--- src/rtl/mem_access_stage.sv ---
// mem_access_stage: load/store stage with a req/ack data bus; define MISALIGN_TRAP_EN to trap misaligned accesses.
`ifndef MEM_NONE
`define MEM_NONE 2'd0
`endif
`ifndef MEM_BYTE
`define MEM_BYTE 2'd1
`endif
`ifndef MEM_HALF
`define MEM_HALF 2'd2
`endif
`ifndef MEM_WORD
`define MEM_WORD 2'd3
`endif

module mem_access_stage (
    input  logic        clk,
    input  logic        rst_n,
    input  logic        in_valid,
    output logic        in_ready,
    input  logic [31:0] alu_result,
    input  logic [31:0] store_data,
    input  logic [1:0]  mem_access_width,
    input  logic        is_load_unsigned,
    input  logic        is_store,
    input  logic [4:0]  rd,
    output logic        out_valid,
    input  logic        out_ready,
    output logic [31:0] out_data,
    output logic [4:0]  out_rd,
    output logic        out_we,
    output logic        out_misalign,
    output logic        dmem_req,
    output logic        dmem_we,
    output logic [31:0] dmem_addr,
    output logic [3:0]  dmem_be,
    output logic [31:0] dmem_wdata,
    input  logic        dmem_ack,
    input  logic [31:0] dmem_rdata
);
    typedef enum logic [1:0] {IDLE, BUS, RESP} state_t;
    state_t      state_q, state_d;
    logic [31:0] out_data_q, out_data_d, dmem_addr_q, dmem_addr_d, dmem_wdata_q, dmem_wdata_d;
    logic [4:0]  out_rd_q, out_rd_d;
    logic        out_we_q, out_we_d, out_misalign_q, out_misalign_d, dmem_we_q, dmem_we_d;
    logic [3:0]  dmem_be_q, dmem_be_d, be_st;
    logic [1:0]  off_q, off_d, width_q, width_d, off;
    logic        uns_q, uns_d, accept, is_mem, trap;
    logic [31:0] shifted, load_data, wd_st;

    assign accept = in_valid && in_ready;
    assign is_mem = mem_access_width != `MEM_NONE;
    // Lane offset with the bits a misaligned half/word cannot use forced to zero.
    assign off = mem_access_width == `MEM_WORD ? 2'b00 :
                 mem_access_width == `MEM_HALF ? {alu_result[1], 1'b0} : alu_result[1:0];
`ifdef MISALIGN_TRAP_EN
    assign trap = (mem_access_width == `MEM_HALF && alu_result[0]) ||
                  (mem_access_width == `MEM_WORD && alu_result[1:0] != 2'b00);
`else
    assign trap = 1'b0;
`endif
    assign be_st = mem_access_width == `MEM_BYTE ? 4'b0001 << off :
                   mem_access_width == `MEM_HALF ? (off[1] ? 4'b1100 : 4'b0011) : 4'b1111;
    assign wd_st = mem_access_width == `MEM_BYTE ? {4{store_data[7:0]}} :
                   mem_access_width == `MEM_HALF ? {2{store_data[15:0]}} : store_data;
    assign shifted = dmem_rdata >> {off_q, 3'b000};
    assign load_data = width_q == `MEM_BYTE ? {{24{shifted[7] & ~uns_q}}, shifted[7:0]} :
                       width_q == `MEM_HALF ? {{16{shifted[15] & ~uns_q}}, shifted[15:0]} : shifted;

    always_ff @(posedge clk) begin
        if (!rst_n) begin
            state_q        <= IDLE;
            out_data_q     <= '0;
            out_rd_q       <= '0;
            out_we_q       <= 1'b0;
            out_misalign_q <= 1'b0;
            dmem_addr_q    <= '0;
            dmem_we_q      <= 1'b0;
            dmem_be_q      <= '0;
            dmem_wdata_q   <= '0;
            off_q          <= '0;
            width_q        <= '0;
            uns_q          <= 1'b0;
        end else begin
            state_q        <= state_d;
            out_data_q     <= out_data_d;
            out_rd_q       <= out_rd_d;
            out_we_q       <= out_we_d;
            out_misalign_q <= out_misalign_d;
            dmem_addr_q    <= dmem_addr_d;
            dmem_we_q      <= dmem_we_d;
            dmem_be_q      <= dmem_be_d;
            dmem_wdata_q   <= dmem_wdata_d;
            off_q          <= off_d;
            width_q        <= width_d;
            uns_q          <= uns_d;
        end
    end

    always_comb begin
        state_d = state_q;
        if (state_q == IDLE && accept)
            state_d = (is_mem && !trap) ? BUS : RESP;
        else if (state_q == BUS && dmem_ack)
            state_d = RESP;
        else if (state_q == RESP && out_ready)
            state_d = IDLE;
    end

    always_comb begin
        out_data_d     = out_data_q;
        out_rd_d       = out_rd_q;
        out_we_d       = out_we_q;
        out_misalign_d = out_misalign_q;
        dmem_addr_d    = dmem_addr_q;
        dmem_we_d      = dmem_we_q;
        dmem_be_d      = dmem_be_q;
        dmem_wdata_d   = dmem_wdata_q;
        off_d          = off_q;
        width_d        = width_q;
        uns_d          = uns_q;
        if (accept) begin
            out_data_d     = alu_result;
            out_rd_d       = rd;
            out_we_d       = !is_store && rd != 5'd0 && !trap;
            out_misalign_d = trap;
            if (is_mem && !trap) begin
                dmem_addr_d  = {alu_result[31:2], 2'b00};
                dmem_we_d    = is_store;
                dmem_be_d    = be_st;
                dmem_wdata_d = wd_st;
                off_d        = off;
                width_d      = mem_access_width;
                uns_d        = is_load_unsigned;
            end
        end else if (state_q == BUS && dmem_ack && !dmem_we_q) begin
            out_data_d = load_data;
        end
    end

    always_comb begin
        in_ready     = rst_n && state_q == IDLE;
        out_valid    = state_q == RESP;
        dmem_req     = state_q == BUS;
        out_data     = out_data_q;
        out_rd       = out_rd_q;
        out_we       = out_we_q;
        out_misalign = out_misalign_q;
        dmem_we      = dmem_we_q;
        dmem_addr    = dmem_addr_q;
        dmem_be      = dmem_be_q;
        dmem_wdata   = dmem_wdata_q;
    end
endmodule

--- config.mk ---
export PLATFORM = sky130hd
export DESIGN_NAME = mem_access_stage
export DESIGN_NICKNAME = d
export VERILOG_FILES = /design/src/rtl/mem_access_stage.sv
export SDC_FILE = /design/constraint.sdc
export NUM_CORES = 1
export LEC_CHECK = 0
export ABC_AREA = 1
export CAP_MARGIN = 20
export CORE_MARGIN = 5
export CORE_UTILIZATION = 40
export DETAILED_ROUTE_END_ITERATION = 6
export GPL_TIMING_DRIVEN = 0
export PLACE_DENSITY_LB_ADDON = 0.15
export REMOVE_ABC_BUFFERS = 1
export SLEW_MARGIN = 0
export SYNTH_ARGS = -nofsm -noshare
export SYNTH_HDL_FRONTEND = slang
export SYNTH_SLANG_ARGS = --single-unit
--- constraint.sdc ---
create_clock -name clk -period 4.5 [get_ports clk]
set_clock_uncertainty 0.05 [all_clocks]
set_input_delay 0.9 -clock clk [delete_from_list [all_inputs] [get_ports clk]]
set_output_delay 0.9 -clock clk [all_outputs]
set_load 0.05 [all_outputs]
# After elaboration in Yosys (flattened, before gate mapping)
# Index checks and enable logic that the tools add are counted.
# op_classes
n_eq_ne,7
n_shift,2
n_mux,15
bitwise,3
reduce_logical,15
# op_table
operator,n
$mux 32,6
$shr 32x5->32,1
$mux 4,3
$mux 2,5
$eq 2x2->1 const B,4
$logic_and 1x1->1,7
$eq 2x1->1 const B,3
$reduce_bool 5->1,1
$reduce_bool 2->1,2
$shl 1x2->4 const A,1
$reduce_bool 3->1,1
$and 1x1->1,2
$logic_not 1->1,2
$logic_not 2->1,1
$reduce_and 2->1,1
$mux 1,1
$not 1->1,1
# totals
regBits,112
input_bits,110
output_inout_bits,111
elab_cells,53

# Depth between registers and ports, before layout
# depth
ltp_word,6
mapped_depth,9
mapped_depth_nobuf,9

# Worst setup path after synthesis
# OpenSTA, ideal clock, no wires.
# synth_path
kind,input -> output
from,input rst_n
to,output in_ready
t_arrival_ns,1.362
path_slack_ns,2.188
path_stages,2
path_buffers,0
path_cell_list,nand3_2 > inv_1
# synth_via
elab_chain_len,1
# synth_lines
element,line_no,text
from (decl),17,"input logic rst_n,"
$logic_and 1x1->1,141,in_ready = rst_n && state_q == IDLE;
to (decl),19,"output logic in_ready,"
# Every way passes these cells.

# Worst setup path after layout
# layout_path
from,input rst_n
to,"register dmem_wdata_q[19], in the netlist dmem_wdata[19]"
# layout_via
elab_chain_len,3
# layout_lines
element,line_no,text
$logic_and 1x1->1,141,
$logic_and 1x1->1,50,assign accept = in_valid && in_ready;
$reduce_and 2->1 (no line),-,
to (signal assigned),92,dmem_wdata_q <= dmem_wdata_d;
to (decl),42,"logic [31:0] out_data_q, out_data_d, dmem_addr_q, dmem_addr_d, dmem_wdata_q, dmem_wdata_d;"
# Several ways; a longest one is shown, not always the timed one.
# A chain may end at the register's enable or synchronous reset.

==> flow_metrics.py <==
metrics = {
    "run_status": {
        "outcome": "finished, final reports clean",
    },
    "flow_run": {
        "max_cap_violations": 0,
    },
    "floorplan": {
        "die_area_um2": 15900,
        "die_y_um": 126,
        "initial_core_util_pct": 40.8,
        "io-pin-count": 221,
        "die-width_um": 126,
        "core_area_um2": 13200,
        "core.rowCount": 42,
    },
    "route": {
        "drc_errors": 0,
        "drtPass1Iterations": 4,
        "wl_per_cell_um": 14.9,
        "wirelength_um": 17800,
        "initialDrtViolationCount": 392,
        "avgViaCountPerCell": 4.88,
        "drtAntennaViolNets": 0,
        "vias": 5844,
    },
    "power": {
        "total_leakage_power_nw": 3.50,
        "power_mw": 2.85,
        "peakVddDrop_uv": 223,
        "power_per_cell_area_nw_per_um2": 358,
    },
    "worst_setup_path": {
        "critical_path.max_fanout": 39,
        "standard_cell_with_the_maximum_stage_delay_on_the_critical_path": "sky130_fd_sc_hd__nor2_8",
        "max_stage_delay_ns": 0.49,
        "r2r-end": "dmem_wdata[19]",
        "crit_path_end_kind": "flip-flop",
        "critical-path-top-cell-by-count": "sky130_fd_sc_hd__buf_12",
        "critPathArrivalTime_ns": 3.98,
        "timing.critical_path.cells": "buf_2 > buf_12 > nand3_2 > nor2_8 > o21ai_4 > buf_12 > buf_16 > inv_2 > buf_12 > nand2_1 > a21oi_1",
        "critPathKind": "input port to flip-flop",
        "worst_r2r_path_depth": 10,
        "worst_ep_required_time_ns": 4.73,
        "timing.rr.start": "state_q[0]",
        "start_kind": "input port",
        "r2r_slack_ns": 1.63,
    },
    "worst_hold_path": {
        "timing.hold.worst.start": "dmem_wdata[21]",
        "hold-path-endpoint": "dmem_wdata[21]",
        "hold-path-cell-count": 2,
        "min_path_type": "flip-flop to flip-flop",
    },
    "sta": {
        "layout_setup_ws_ns": 0.754,
        "worst-slew-pin-transition_ns": 0.918,
        "max_freq_mhz": 267,
        "post-route-min-period_ns": 3.75,
        "hold_viol_final": 0,
        "setup_viol": 0,
        "unrepaired_setup_endpoints_after_global_routing": "no",
        "timing.max_slew.rel_slack_pct": 38.7,
        "drv_slew": 0,
        "whs_ns": 0.414,
        "min_period_over_period_pct": 83.2,
    },
    "placed_design": {
        "io_buffers": 217,
        "post-dp-hpwl_um": 12700,
        "routabilityCongestion": 0.816,
        "place_ws_ns": 0.328,
    },
    "global_routing": {
        "globalRouteOverflowTotal": 0,
        "grtUsageTotal_pct": 21.8,
        "vias_in_the_first_global_route": 5385,
        "pin_count_of_the_biggest_net_entering_global_routing": 40,
        "grt_antenna_before_repair": 0,
        "grt_pass1_wl_um": 28200,
    },
    "synthesis": {
        "synthesis.instances": 830,
        "synth_top_area_share_pct": 41.7,
        "post_synth_main_area_contributors": "sky130_fd_sc_hd__dfxtp_1 42%, sky130_fd_sc_hd__nand2_1 17%, sky130_fd_sc_hd__nor2_1 11%",
        "yosys.area.top_type": "sky130_fd_sc_hd__dfxtp_1",
        "ys_warn_count": 0,
        "postSynthAreaPerCell_um2": 6.48,
        "synth_async_sr_flop_share_pct": 0,
        "synth_cell_types": 26,
        "synth_seq_cells": 112,
        "syn-cell-area_um2": 5380,
        "number_of_flops_mapped_to_enable_cells_by_yosys": 0,
        "synth_flop_cell": "sky130_fd_sc_hd__dfxtp_1",
        "sequential_cell_area_fraction_in_the_yosys_report_pct": 41.7,
    },
    "clock_network": {
        "tritoncts.num_buffers": 9,
        "cts_tree": "done",
        "cts.clk_slew.worst_paths_ns": 0.07,
        "cts_buffer_depth": 2,
        "cts.root.buffer_cell": "sky130_fd_sc_hd__clkbuf_16",
        "holdBufCountCts": 0,
        "clkSinkCount": 112,
        "post_cts_setup_repair_buffer_count": 0,
        "cts.htree.levels": 3,
        "cts_resized": 0,
        "clock_insertion_delay_worst_skew_ns": 0.35,
    },
    "cells_and_area": {
        "area_growth_pct": 48.3,
        "layout.nets": 1127,
        "diodes": 0,
        "fraction_of_layout_instances_using_a_drive_strength_above_1_pct": 3.82,
    },
}
## synth_stat cells, types with 3 or more instances
| library cell | instances |
|---|---|
| sky130_fd_sc_hd__nand3_1 | 40 |
| sky130_fd_sc_hd__o21ai_1 | 15 |
| sky130_fd_sc_hd__buf_6 | 6 |
| sky130_fd_sc_hd__buf_2 | 18 |
| sky130_fd_sc_hd__o211ai_1 | 14 |
| sky130_fd_sc_hd__o21ai_0 | 74 |
| sky130_fd_sc_hd__nor2_1 | 159 |
| sky130_fd_sc_hd__nor2_2 | 3 |
| sky130_fd_sc_hd__clkbuf_1 | 19 |
| sky130_fd_sc_hd__dfxtp_1 | 112 |
| sky130_fd_sc_hd__nand2_1 | 245 |
| sky130_fd_sc_hd__buf_4 | 6 |
| sky130_fd_sc_hd__a21oi_1 | 56 |
| sky130_fd_sc_hd__inv_2 | 8 |
| sky130_fd_sc_hd__inv_1 | 43 |
## cell type report
class                           instances  area (um2)
Fill cell                            1272        5220
Sequential cell                       112        2240
Multi-Input combinational cell        618        2680
Clock inverter                          4        77.6
Timing Repair Buffer                  224        2320
Clock buffer                           11         243
Tap cell                              176         220
Inverter                               52         195
## power breakdown
group / total [mW] / internal, mW / switching, mW
Sequential: 1.10 / 1.07 / 0.0377
Clock: 0.873 / 0.504 / 0.369
Combinational: 0.874 / 0.318 / 0.555
## layer usage
| layer | global-route usage [%] | share of wire (%) | wire length [um] |
|---|---|---|---|
| met3 | 5.80 | 8.4 | 1510 |
| met2 | 34.8 | 45 | 8090 |
| met1 | 28.5 | 44 | 7860 |
| met5 | 0 | 0 | 0 |
| met4 | 7.89 | 2.1 | 374 |
## cells in the final DEF (no fill, tap or decap)
cell type and count:
sky130_fd_sc_hd__clkbuf_8 1, sky130_fd_sc_hd__inv_1 43, sky130_fd_sc_hd__clkbuf_16 9, sky130_fd_sc_hd__a21oi_1 56, sky130_fd_sc_hd__nor4_1 1, sky130_fd_sc_hd__nor2_2 3
sky130_fd_sc_hd__o21ai_0 74, sky130_fd_sc_hd__o21ai_4 1, sky130_fd_sc_hd__o21ai_1 15, sky130_fd_sc_hd__o211ai_1 14, sky130_fd_sc_hd__inv_6 1, sky130_fd_sc_hd__conb_1 3
sky130_fd_sc_hd__buf_4 1, sky130_fd_sc_hd__nor2_8 1, sky130_fd_sc_hd__clkbuf_1 1, sky130_fd_sc_hd__nor2_1 159, sky130_fd_sc_hd__clkinv_1 1, sky130_fd_sc_hd__bufinv_16 2
sky130_fd_sc_hd__nor2_4 2, sky130_fd_sc_hd__dfxtp_1 112, sky130_fd_sc_hd__a21o_1 1, sky130_fd_sc_hd__nand2_1 245, sky130_fd_sc_hd__clkdlybuf4s50_1 216, sky130_fd_sc_hd__buf_16 3
sky130_fd_sc_hd__inv_2 8, sky130_fd_sc_hd__nand3_2 1, sky130_fd_sc_hd__nor3_1 1, sky130_fd_sc_hd__nand3_1 40, sky130_fd_sc_hd__nand2_4 1, sky130_fd_sc_hd__buf_2 1
sky130_fd_sc_hd__clkinv_4 1, sky130_fd_sc_hd__buf_12 3
## metrics by stage
step | instances | utilization (%) | instance area (um2) | TNS, ns
2_1_floorplan | 782 | - | 5110 | 0
3_3_place_gp | 1175 | 56.8 | 7500 | -195.06
3_5_place_dp | 1180 | 57.7 | 7620 | 0
4_1_cts | 1195 | 60.2 | 7940 | 0
5_1_grt | 1197 | 60.4 | 7970 | 0
6_report | 1197 | 60.4 | 7970 | 0
## registers in the layout (all words and copies together) (netlist names)
name	flops
state_q	2
dmem_wdata	32
dmem_be	4
out_data	32
width_q	2
out_rd	5
dmem_addr	30
dmem_we	1
uns_q	1
off_q	2
out_we	1
## cell families (layout without fill, tap and decap cells)
kind of cell,count (synthesis),after routing,share of synthesized area [%]
and+or+nand+nor,454,454,33.7
other,1,3,0.0697
DFF,112,112,41.7
AOI/OAI and AO/OA,161,161,15.8
buffers and inverters,102,291,8.80
## worst max-delay path: cells and delay by family
| kind | cells | cell delay (ns) |
|---|---|---|
| buffers and inverters | 6 | 1.89 |
| AND/OR/NAND/NOR | 3 | 0.73 |
| AO/OA/AOI/OAI | 2 | 0.39 |
## worst max-delay path by stage
| stage | start | slack [ns] | endpoint |
|---|---|---|---|
| 2_1_floorplan | mem_access_width[1] | 1.01 | dmem_be[0] |
| 3_3_place_gp | rst_n | -2.36 | dmem_be[0] |
| 3_5_place_dp | rst_n | 0.33 | dmem_wdata[27] |
| 4_1_cts | rst_n | 0.69 | dmem_wdata[27] |
| 5_1_grt | rst_n | 0.48 | dmem_wdata[31] |
| 6_report | rst_n | 0.75 | dmem_wdata[19] |
(Power assumes the default switching activity.)
